## src/rtl/cgra_cfg_pkg.sv

```systemverilog
// Shared constants and FSM state type for the bitstream-domain
// configuration loader.
package cgra_cfg_pkg;

   localparam int WORDS_PER_PE = 3;
   localparam int CFG_WIDTH    = 96;

   typedef enum logic [2:0] {
      IDLE,
      LOAD,
      CATCH,
      CHECK,
      DONE
   } cfg_state_t;

endpackage

```

## src/rtl/cfg_word_assembler.sv

```systemverilog
// Stages incoming words for one PE and flags the transfer that
// completes the configuration.
module cfg_word_assembler #(
   parameter int WORD_WIDTH = 32,
   parameter int CFG_WIDTH  = cgra_cfg_pkg::CFG_WIDTH
) (
   input  logic                  clk_bs,
   input  logic                  rst_bs,
   input  logic                  clr_i,
   input  logic                  we_i,
   input  logic [WORD_WIDTH-1:0] word_i,
   output logic                  complete_o,
   output logic [CFG_WIDTH-1:0]  cfg_o
);
   import cgra_cfg_pkg::*;

   localparam int            SW   = CFG_WIDTH - WORD_WIDTH;
   localparam logic [1:0]    LAST = 2'(WORDS_PER_PE - 1);

   logic [1:0]    cnt_q;
   logic [SW-1:0] stage_q;

   assign complete_o = we_i && (cnt_q == LAST);
   // The final word is merged directly, so it never needs staging.
   assign cfg_o      = {word_i, stage_q};

   always_ff @(posedge clk_bs or posedge rst_bs) begin
      if (rst_bs) begin
         cnt_q   <= '0;
         stage_q <= '0;
      end else if (clr_i) begin
         cnt_q <= '0;
      end else if (we_i) begin
         for (int i = 0; i < WORDS_PER_PE - 1; i++) begin
            if (cnt_q == 2'(i))
               stage_q[i*WORD_WIDTH +: WORD_WIDTH] <= word_i;
         end
         cnt_q <= complete_o ? 2'd0 : cnt_q + 2'd1;
      end
   end

endmodule

```

## src/rtl/cgra_config_loader.sv

```systemverilog
// Loads per-PE configs in index order and strobes catch_config.
// Optional trailing checksum word: define CGRA_CFG_CHECKSUM_EN.
module cgra_config_loader #(
   parameter int NUM_PE     = 16,
   parameter int WORD_WIDTH = 32,
   parameter int CFG_WIDTH  = cgra_cfg_pkg::CFG_WIDTH
) (
   input  logic                  clk_bs,
   input  logic                  rst_bs,
   input  logic                  start,
   input  logic [WORD_WIDTH-1:0] cfg_word,
   input  logic                  cfg_word_v,
   output logic                  cfg_word_r,
   output logic [CFG_WIDTH-1:0]  config_bits,
   output logic [NUM_PE-1:0]     catch_config,
   output logic                  busy,
   output logic                  done,
   output logic                  error
);
   import cgra_cfg_pkg::*;

   localparam int            PW      = (NUM_PE > 1) ? $clog2(NUM_PE) : 1;
   localparam logic [PW-1:0] LAST_PE = PW'(NUM_PE - 1);

   cfg_state_t           state_q;
   logic [PW-1:0]        pe_idx_q;
   logic [CFG_WIDTH-1:0] bits_q;
   logic [NUM_PE-1:0]    catch_q;
   logic                 busy_q;
   logic                 done_q;

   logic                 xfer;
   logic                 asm_we;
   logic                 asm_clr;
   logic                 asm_done;
   logic [CFG_WIDTH-1:0] asm_cfg;

`ifdef CGRA_CFG_CHECKSUM_EN
   assign cfg_word_r = (state_q == LOAD) || (state_q == CHECK);
`else
   assign cfg_word_r = (state_q == LOAD);
`endif

   assign xfer    = cfg_word_v && cfg_word_r;
   assign asm_we  = xfer && (state_q == LOAD);
   assign asm_clr = (state_q == IDLE) && start;

   cfg_word_assembler #(
      .WORD_WIDTH (WORD_WIDTH),
      .CFG_WIDTH  (CFG_WIDTH)
   ) u_asm (
      .clk_bs     (clk_bs),
      .rst_bs     (rst_bs),
      .clr_i      (asm_clr),
      .we_i       (asm_we),
      .word_i     (cfg_word),
      .complete_o (asm_done),
      .cfg_o      (asm_cfg)
   );

   always_ff @(posedge clk_bs or posedge rst_bs) begin
      if (rst_bs) begin
         state_q  <= IDLE;
         pe_idx_q <= '0;
         bits_q   <= '0;
         catch_q  <= '0;
         busy_q   <= 1'b0;
         done_q   <= 1'b0;
      end else begin
         unique case (state_q)
            IDLE: if (start) begin
               state_q  <= LOAD;
               pe_idx_q <= '0;
               busy_q   <= 1'b1;
            end
            LOAD: if (asm_done) begin
               bits_q  <= asm_cfg;
               catch_q <= NUM_PE'(1) << pe_idx_q;
               state_q <= CATCH;
            end
            CATCH: begin
               catch_q <= '0;
               if (pe_idx_q == LAST_PE) begin
`ifdef CGRA_CFG_CHECKSUM_EN
                  state_q <= CHECK;
`else
                  state_q <= DONE;
                  done_q  <= 1'b1;
`endif
               end else begin
                  pe_idx_q <= pe_idx_q + 1'b1;
                  state_q  <= LOAD;
               end
            end
            CHECK: if (xfer) begin
               state_q <= DONE;
               done_q  <= 1'b1;
            end
            DONE: begin
               done_q  <= 1'b0;
               busy_q  <= 1'b0;
               state_q <= IDLE;
            end
            default: state_q <= IDLE;
         endcase
      end
   end

`ifdef CGRA_CFG_CHECKSUM_EN
   logic [WORD_WIDTH-1:0] csum_q;
   logic                  error_q;

   // Loaded PEs stay loaded on a mismatch; error only flags it.
   always_ff @(posedge clk_bs or posedge rst_bs) begin
      if (rst_bs) begin
         csum_q  <= '0;
         error_q <= 1'b0;
      end else if (asm_clr) begin
         csum_q  <= '0;
         error_q <= 1'b0;
      end else if (asm_we) begin
         csum_q <= csum_q ^ cfg_word;
      end else if (xfer && state_q == CHECK) begin
         error_q <= (cfg_word != csum_q);
      end
   end

   assign error = error_q;
`else
   assign error = 1'b0;
`endif

   assign config_bits  = bits_q;
   assign catch_config = catch_q;
   assign busy         = busy_q;
   assign done         = done_q;

endmodule

```

## config.mk

```make
export PLATFORM = sky130hd
export DESIGN_NAME = cgra_config_loader
export DESIGN_NICKNAME = d
export VERILOG_FILES = /design/src/rtl/cgra_cfg_pkg.sv /design/src/rtl/cfg_word_assembler.sv /design/src/rtl/cgra_config_loader.sv
export SDC_FILE = /design/constraint.sdc
export NUM_CORES = 1
export LEC_CHECK = 0
export ABC_CLOCK_PERIOD_IN_PS = 8210
export CAP_MARGIN = 20
export CELL_PAD_IN_SITES_DETAIL_PLACEMENT = 1
export CELL_PAD_IN_SITES_GLOBAL_PLACEMENT = 2
export CORE_ASPECT_RATIO = 1.1
export CORE_UTILIZATION = 34
export CTS_BUF_LIST = sky130_fd_sc_hd__clkbuf_4 sky130_fd_sc_hd__clkbuf_8 sky130_fd_sc_hd__clkbuf_16
export CTS_CLUSTER_SIZE = 14
export DETAILED_ROUTE_END_ITERATION = 6
export GPL_TIMING_DRIVEN = 0
export PLACE_DENSITY = 0.82
export SLEW_MARGIN = 25
export SYNTH_ARGS = -nofsm -noshare
export SYNTH_HDL_FRONTEND = slang
export SYNTH_HIERARCHICAL = 1
export SYNTH_SLANG_ARGS = --single-unit
```

## constraint.sdc

```tcl
create_clock -name clk_bs -period 8.21 [get_ports clk_bs]
set_input_delay 0.821 -clock clk_bs [delete_from_list [all_inputs] [get_ports clk_bs]]
set_output_delay 0.821 -clock clk_bs [all_outputs]
set_load 0.03 [all_outputs]
```

# After elaboration in Yosys (flattened, before gate mapping)
# Cells that the tools add are included.
# totals
inputBits	36
elab_cells	62
out_inout_bits	116
reg_bits	187
# classes
shift	1
mux	18
n_addsub	2
reduce_logical	19
bitwise	1
eq_ne	12
# op_table
operator	count
case mux 16 bit (2 select lines)	1
2-to-1 mux 16 bit	1
<< shifter 1 x 4 -> 16 bit, first input constant	1
AND reduction 3 bit	5
2-to-1 mux 3 bit	4
case mux 3 bit (4 select lines)	1
2-to-1 mux 4 bit	2
!= test 2 bit, second input constant	4
case mux 4 bit (2 select lines)	1
nonzero test 2 bit	4
equality test 3 x 2 -> 1 bit, second input constant	2
2-to-1 mux 2 bit	3
AND reduction 2 bit	3
adder 4 x 1 -> 4 bit, second input constant	1
equality test 4 bit, second input constant	1
logical AND 1 bit	4
equality test 3 x 1 -> 1 bit, second input constant	1
equality test 3 bit, second input constant	1
logical NOT 3 bit	1
2-to-1 mux 1 bit	3
case mux 1 bit (3 select lines)	1
nonzero test 3 bit	1
adder 2 x 1 -> 2 bit, second input constant	1
equality test 2 x 1 -> 1 bit, second input constant	1
5 further kinds	5

# Longest topological paths before layout
# Gate-level depths: netlist of run 1.
# logic_depth
ltp_word	7
depth_mapped	11
depth_no_buf	8

# Modules after synthesis
# Netlist of run 1, hierarchy kept.
# modules_own_cells
mod	seq_area_each_um2	cells_each	instances	area_each_um2
cgra_config_loader	3027.9	535	1	4895.9
cfg_word_assembler	1651.6	180	1	2910.3

# Least setup slack after synthesis of run 1
# Ideal clock, no wire load.
# synth_path
kind	flip-flop to flip-flop
from	reg state_q[2]
to	reg u_asm.stage_q[32]
path_buffers	3
setup_slack_ns	5.830
t_required_ns	8.085
path_stages_with_launch	9
setup_time_ns	0.125
period_less_slack_ns	2.380
arrival_time_ns	2.254
path_cell_list	dfrtp_1 buf_6 nand2b_1 nor2_1 and2_1 nor4bb_1 buf_4 buf_12 mux2_4
# synth_via
elab_chain_len	4
word_cells_on_any_way	7
classes_between	eq/ne (1); bitwise (1); reduce/logical (5)
# synth_lines
element	line_no	text
start: declaration	cgra_config_loader.sv:25	cfg_state_t state_q;
start signal: assignment	cgra_config_loader.sv:63	state_q <= IDLE;
start signal: assignment	cgra_config_loader.sv:72	state_q <= LOAD;
start signal: assignment	cgra_config_loader.sv:79	state_q <= CATCH;
equality test 3 x 1 -> 1 bit (*)	cgra_config_loader.sv:41	assign cfg_word_r = (state_q == LOAD);
named net cfg_word_r	cgra_config_loader.sv:13	output logic cfg_word_r,
logical AND 1 bit	cgra_config_loader.sv:44	assign xfer = cfg_word_v && cfg_word_r;
logical AND 1 bit (*)	cgra_config_loader.sv:45	assign asm_we = xfer && (state_q == LOAD);
named net asm_we	cgra_config_loader.sv:33	logic asm_we;
AND reduction 3 bit (no line) (*)	--	
end signal: indexed assignment	cfg_word_assembler.sv:36	stage_q[i*WORD_WIDTH +: WORD_WIDTH] <= word_i;
end: declaration	cfg_word_assembler.sv:21	logic [SW-1:0] stage_q;
# Mark *: on every way through the listed nets, which the timed path passes. The rest lies on a longest branch.
# A chain may end at the register's enable or synchronous reset.

# Final worst setup path of run 1
# layout_path
from	reg state_q[2]
to	out cfg_word_r
# layout_via
elab_chain_len	1
# layout_lines
element	line_no
equality test 3 x 1 -> 1 bit	cgra_config_loader.sv:41
end: declaration	cgra_config_loader.sv:13
# No other way between the ends.

==> results.md, run 1 <==
* Clk_lat worst skew at 0.44 ns
* Sequential cell area fraction in the yosys report at 0.599
* I/O pin count at 152
* Post-CTS Hold Buffers at 0
* Initial DRC Count at 217
* Layout cells sized above 1 at 0.189
* Max cap viols at 0
* Worst Setup Path Type: flip-flop to output pin
* Ranking of synthesized cells by area: dfrtp_1, nand2_1, mux2_4
* Clock Path Buffers at 2
* Postcts setup bufs at 0
* Status: complete, no violations
* Design area at 10300 sq um
* Routed WL at 19.6 mm
* Initial antenna violation count at 0
* Vias per inst at 4.54
* Area of the multi-input gates at 2540 sq um
* TritonCTS clock tree: built
* Crit end category: output pin
* Final Hold Vio Count at 0
* CTS resizes at 0
* Async S/R FF share, synth at 1.00
* All-Layer GR Usage at 0.180
* Hpwl dp at 13.8 mm
* Startpoint types: flip-flop
* Setup_tns at 0 ns
* Yosys cell types at 37
* IO Port Bufs at 150
* Seq cells post-synth at 187
* Synthesized instance count at 715
* EDFF count, synth at 0
* Fill count at 2444
* Fin crit share at 0.334
* Worst hold path class: flip-flop to flip-flop
* TritonCTS buffer count at 17
* Core footprint at 22300 sq um
* Ant diodes at 0
* Clock skew at 0.0127 ns
* Top cell type's share of synthesized area at 0.599
* Req. time, crit path at 7.39 ns
* Most frequent cell after synthesis: nand2_1
* RSZ-0062 raised after global routing: no
* Routability Congestion at 0.724
* Synthesized area per cell at 10.9 sq um
* Placed instance area at 9740 sq um
* Area grow syn2layout at 32.2%
* Root Driver: clkbuf_16
* Fin util at 0.462
* Fmax achieved at 365 MHz
* Syn Nets at 757
* Detail Route Antenna Nets at 0
* P_leak at 4.91 nW
* Overflow after GRT at 0
* Synthesized area at 7810 sq um
* Die ar. at 23600 sq um
* Worst slack, placed at 5.17 ns
* Initial core utilization at 0.350
* Slew HR at 0.623
* Vias in the first global route at 5821
* Most area-hungry cell type in the Yosys netlist: dfrtp_1
* First-pass GRT wire length at 32.6 mm
* VDD IR-drop max at 0.160 mV
* Worst-path clk slew at 0.07 ns
* Worst-margin pin slew at 0.563 ns
* Synth top cells by count: nand2_1, dfrtp_1, buf_4
* Final setup viols at 0
* DR pass1 iterations at 4
* Pwr Density at 405 nW/um^2
* Via count at 5423
* Die W at 146 microns
* Row count at 57
* DR WL/cell at 16.4 microns
* # DRC at 0
* Nets at 928
* Worst Path Max Fanout at 10
* Largest net degree at the start of global routing at 66
* Num Clock Sinks at 187
* Ys flop type: dfrtp_1
* Chip height at 161 microns
* Critical path arrival at 1.92 ns
* Final Worst Setup Slack at 5.47 ns
* H-tree levels at 4
* Pins Over Slew Limit at 0
* Yosys warns at 6
* Tmin final at 2.74 ns
* Area occupied by registers at 4680 sq um
[critical path: stages (launching register included)]
cell and delay, ns:
dfrtp_1 0.38, buf_6 0.14, nand2b_1 0.16, nor2_1 0.12, clkdlybuf4s50_1 0.69
[registers in the layout, summed over array words and instances (netlist names)]
register	flops
busy	1
catch_config	16
config_bits	96
done	1
pe_idx_q	4
state_q	3
u_asm/cnt_q	2
u_asm/stage_q	64
[final timing paths]
check	startpoint	end	slack, ns	depth (start not counted)
max reg2reg	state_q[2]	config_bits[42]	5.66	11
max	state_q[2]	cfg_word_r	5.47	4
min	u_asm/stage_q[8]	config_bits[8]	0.46	2
min in group asynchronous	rst_bs	u_asm/stage_q[5]	0.89	2
min reg2reg	u_asm/stage_q[8]	config_bits[8]	0.46	2
max in group asynchronous	rst_bs	config_bits[28]	6.61	3
[through the flow]
stage	hold slack, ns	instances	power (mW)
6_report	0.464	1194	4.17
5_1_grt	0.490	1194	4.44
4_1_cts	0.470	1194	4.24
3_5_place_dp	0.455	1162	3.40
3_3_place_gp	0.445	1160	3.36
2_1_floorplan	0.431	715	2.66
[cells by family after synthesis]
family,Yosys count,share of synthesized area
compound gates,28,0.0199
fa+ha+maj,6,0.00962
buf+inv,76,0.0755
flops,187,0.599
mux,64,0.107
other cells,1,0.000480
simple gates,353,0.188
[layout make-up]
type                            count  area share
Buffer                             70      0.0549
Clock inverter                     14      0.0137
Clock buffer                       18      0.0420
Tap cell                          295      0.0358
Timing Repair Buffer              152       0.151
Inverter                            6     0.00315
Multi-Input combinational cell    452       0.246
Sequential cell                   187       0.454
[metal layers]
| layer | wire length (microns) | global-route usage | part of all wire |
|---|---|---|---|
| met5 | 0 | 0 | 0 |
| met4 | 260 | 0.0526 | 0.013 |
| met3 | 611 | 0.0366 | 0.031 |
| met2 | 9620 | 0.291 | 0.49 |
| met1 | 9090 | 0.246 | 0.46 |
[placed cells by master, fill, tap and decap left out, drive strengths merged, types with 4 or more instances in the layout]
master,netlist,routed
clkinvlp,0,5
nand3,11,11
clkinv,0,4
inv,6,10
nand2,307,307
a21oi,21,21
nor2,8,8
clkdlybuf4s50,0,150
nand4,6,6
mux2,64,64
ha,6,6
clkbuf,4,22
dfrtp,187,187
buf,66,68
[where the power goes]
group / switching, mW / leakage (nW) / internal [mW]
logic: 0.967 / 2.29 / 0.811
registers: 0.240 / 2.35 / 1.34
clock network: 0.382 / 0.268 / 0.429
total: 1.59 / 4.91 / 2.58
No activity file was read; power rests on OpenSTA's default activity.
==> inputs of run 2 (changes only) <==
--- a/config.mk
+++ b/config.mk
@@ -5,17 +5,17 @@
 export SDC_FILE = /design/constraint.sdc
 export NUM_CORES = 1
 export LEC_CHECK = 0
-export ABC_CLOCK_PERIOD_IN_PS = 8210
+export ABC_CLOCK_PERIOD_IN_PS = 2900
 export CAP_MARGIN = 20
 export CELL_PAD_IN_SITES_DETAIL_PLACEMENT = 1
 export CELL_PAD_IN_SITES_GLOBAL_PLACEMENT = 2
 export CORE_ASPECT_RATIO = 1.1
-export CORE_UTILIZATION = 34
+export CORE_UTILIZATION = 33
 export CTS_BUF_LIST = sky130_fd_sc_hd__clkbuf_4 sky130_fd_sc_hd__clkbuf_8 sky130_fd_sc_hd__clkbuf_16
 export CTS_CLUSTER_SIZE = 14
 export DETAILED_ROUTE_END_ITERATION = 6
 export GPL_TIMING_DRIVEN = 0
-export PLACE_DENSITY = 0.82
+export PLACE_DENSITY = 0.8
 export SLEW_MARGIN = 25
 export SYNTH_ARGS = -nofsm -noshare
 export SYNTH_HDL_FRONTEND = slang
==> constraint.sdc (replaced) <==
create_clock -name clk_bs -period 2.9 [get_ports clk_bs]
set_input_delay 0.29 -clock clk_bs [delete_from_list [all_inputs] [get_ports clk_bs]]
set_output_delay 0.29 -clock clk_bs [all_outputs]
set_load 0.03 [all_outputs]
==> run 2 against run 1 <==
First-iteration DRC count decreased by 47%; critical path depth increased by 7; sequential share of layout area decreased by 0.38 points; non-clock buffer count increased by 4; cell count increased by 0.75%; routed wire length increased by 1.5%.
==> results.md, run 2 (synthesis gave the netlist of run 1 again) <==
* P_leak at 4.96 nW (was 4.91 nW)
* Pwr Density at 1140 nW/um^2 (was 405 nW/um^2)
* Detail Route Antenna Nets at 0 (unchanged)
* Die ar. at 24300 sq um (was 23600 sq um)
* Final Non-Filler Cells at 1203 (was 1194)
* Final Hold Vio Count at 0 (unchanged)
* Worst slack, placed at 0.385 ns (was 5.17 ns)
* Vias in the first global route at 5799 (was 5821)
* Via count at 5416 (was 5423)
* Fin crit share at 0.877
* Max reg flops at 96 (unchanged)
* Gate power share at 0.426 (about the same)
* TritonCTS clock tree: built (unchanged)
* Max cap viols at 0 (unchanged)
* Placed instance area at 9820 sq um (was 9740 sq um)
* Setup_tns at 0 ns (unchanged)
* Post-CTS Hold Buffers at 0 (unchanged)
* Final setup viols at 0 (unchanged)
* Initial DRC Count at 114 (was 217)
* Status: complete, no violations (unchanged)
* RSZ-0062 raised after global routing: no (unchanged)
* Fill count at 2508 (was 2444)
* Final Worst Setup Slack at 0.358 ns (was 5.47 ns)
* Critical-path cell list: buf_6 -> nand2b_1 -> nor2_1 -> and2_1 -> nand2_1 -> nor2_1 -> nand4bb_1 -> buf_2 -> buf_2 -> nand2_1 -> nand2_1 (was buf_6 -> nand2b_1 -> nor2_1 -> clkdlybuf4s50_1)
* Slew HR at 0.622 (was 0.623)
* All-Layer GR Usage at 0.175 (was 0.180)
* Reg power frac at 0.378 (was 0.380)
* DR WL/cell at 16.5 microns (was 16.4 microns)
* CP max stage delay at 0.37 ns (was 0.69 ns)
* Worst Path Max Fanout at 10 (unchanged)
* Vias per inst at 4.50 (was 4.54)
* Most used cell, CP: nand2_1
* Clock share of power at 0.196 (was 0.194)
* Routability Congestion at 0.740 (was 0.724)
* Worst Setup Path Type: flip-flop to flip-flop (was flip-flop to output pin)
* # DRC at 0 (unchanged)
* Worst-margin pin slew at 0.564 ns (was 0.563 ns)
* Area grow syn2layout at 33.3% (was 32.2%)
* Net switching power at 4.53 mW (was 1.59 mW)
* H-tree levels at 4 (unchanged)
* Ant diodes at 0 (unchanged)
* Fmax achieved at 393 MHz
* Area of the multi-input gates at 2540 sq um (unchanged)
* CTS resizes at 0 (unchanged)
* Worst-path clk slew at 0.08 ns (was 0.07 ns)
* Pins Over Slew Limit at 0 (unchanged)
* Root Driver: clkbuf_16 (unchanged)
* Most common cell after layout, fill and taps aside: nand2_1 (unchanged)
* IO Port Bufs at 150 (unchanged)
* Postcts setup bufs at 0 (unchanged)
* Overflow after GRT at 0 (unchanged)
* TritonCTS buffer count at 17 (unchanged)
* Fin util at 0.452 (was 0.462)
* CP delay by family, top: simple AND/OR/NAND/NOR gates (was buffers and inverters)
* Row count at 58 (was 57)
* I/O pin count at 152 (unchanged)
* Chip height at 163 microns (was 161 microns)
* Hold_ws at 0.310 ns (was 0.464 ns)
* Clock Path Buffers at 2 (unchanged)
* Clk_lat worst skew at 0.44 ns (about the same)
* Startpoint types: flip-flop (unchanged)
* Slowest cell on crit path: dfrtp_1 (was clkdlybuf4s50_1)
* Switching part of the total power at 0.382 (was 0.381)
* Layout cells sized above 1 at 0.193 (was 0.189)
* Final Power at 11.9 mW (was 4.17 mW)
* Initial core utilization at 0.339 (was 0.350)
* Design area at 10400 sq um (was 10300 sq um)
* Routed WL at 19.9 mm (was 19.6 mm)
* VDD IR-drop max at 0.410 mV (was 0.160 mV)
* Hpwl dp at 14.4 mm (was 13.8 mm)
* Die W at 149 microns (was 146 microns)
* Clock skew at 0.0119 ns (was 0.0127 ns)
* Initial antenna violation count at 0 (unchanged)
* Crit end category: flip-flop (was output pin)
* Area occupied by registers at 4680 sq um (unchanged)
* Worst hold path class: input port to async pin (was flip-flop to flip-flop)
* Req. time, crit path at 3.22 ns (was 7.39 ns)
* Nets at 932 (was 928)
* DR pass1 iterations at 4 (unchanged)
* Core footprint at 23000 sq um (was 22300 sq um)
* First-pass GRT wire length at 32.1 mm (was 32.6 mm)
* P_int at 7.33 mW (was 2.58 mW)
* Most frequent cells in the layout: nand2_1, dfrtp_1, clkdlybuf4s50_1 (unchanged)
* Largest net degree at the start of global routing at 38 (was 66)
* Num Clock Sinks at 187 (unchanged)
* Buffers & Inverters on Critical Path at 3 (was 2)
* Tmin final at 2.54 ns
* Placed insts at 1171 (was 1162)
* Critical path arrival at 2.86 ns (was 1.92 ns)
## run 2: power by group through the flow
stage | Clock, mW | Sequential, mW | Combinational (mW)
2_1_floorplan | 0 | 5.79 | 1.75
3_3_place_gp | 0 | 4.51 | 5.00
3_5_place_dp | 0 | 4.55 | 5.12
4_1_cts | 2.40 | 4.51 | 5.14
5_1_grt | 2.50 | 4.66 | 5.42
6_report | 2.32 | 4.48 | 5.06
## run 2: routing by layer
metal	track usage	share of wire
met2	0.296	0.50
met3	0.0299	0.034
met5	0	0
met4	0.0576	0.014
met1	0.225	0.45
## run 2: worst paths after layout
| check | cells after the start | slack [ns] | endpoint | startpoint |
|---|---|---|---|---|
| setup / recovery | 11 | 0.36 | config_bits[25] | state_q[2] |
| hold / removal | 2 | 0.31 | u_asm/stage_q[25] | rst_bs |
| setup reg to reg | 11 | 0.36 | config_bits[25] | state_q[2] |
| hold reg to reg | 2 | 0.46 | config_bits[11] | u_asm/stage_q[11] |
| max in group asynchronous | 5 | 1.72 | done | rst_bs |
| min in group clk_bs | 2 | 0.46 | config_bits[11] | u_asm/stage_q[11] |
## run 2: final cells by class
class                   instances  area share
plain buffers                  70      0.0545
clock buffers                  17      0.0409
clock inverters                15      0.0147
inverters                       6     0.00277
multi-input cells             452       0.244
flip-flops and latches        187       0.450
well taps                     300      0.0361
repair buffers                156       0.157
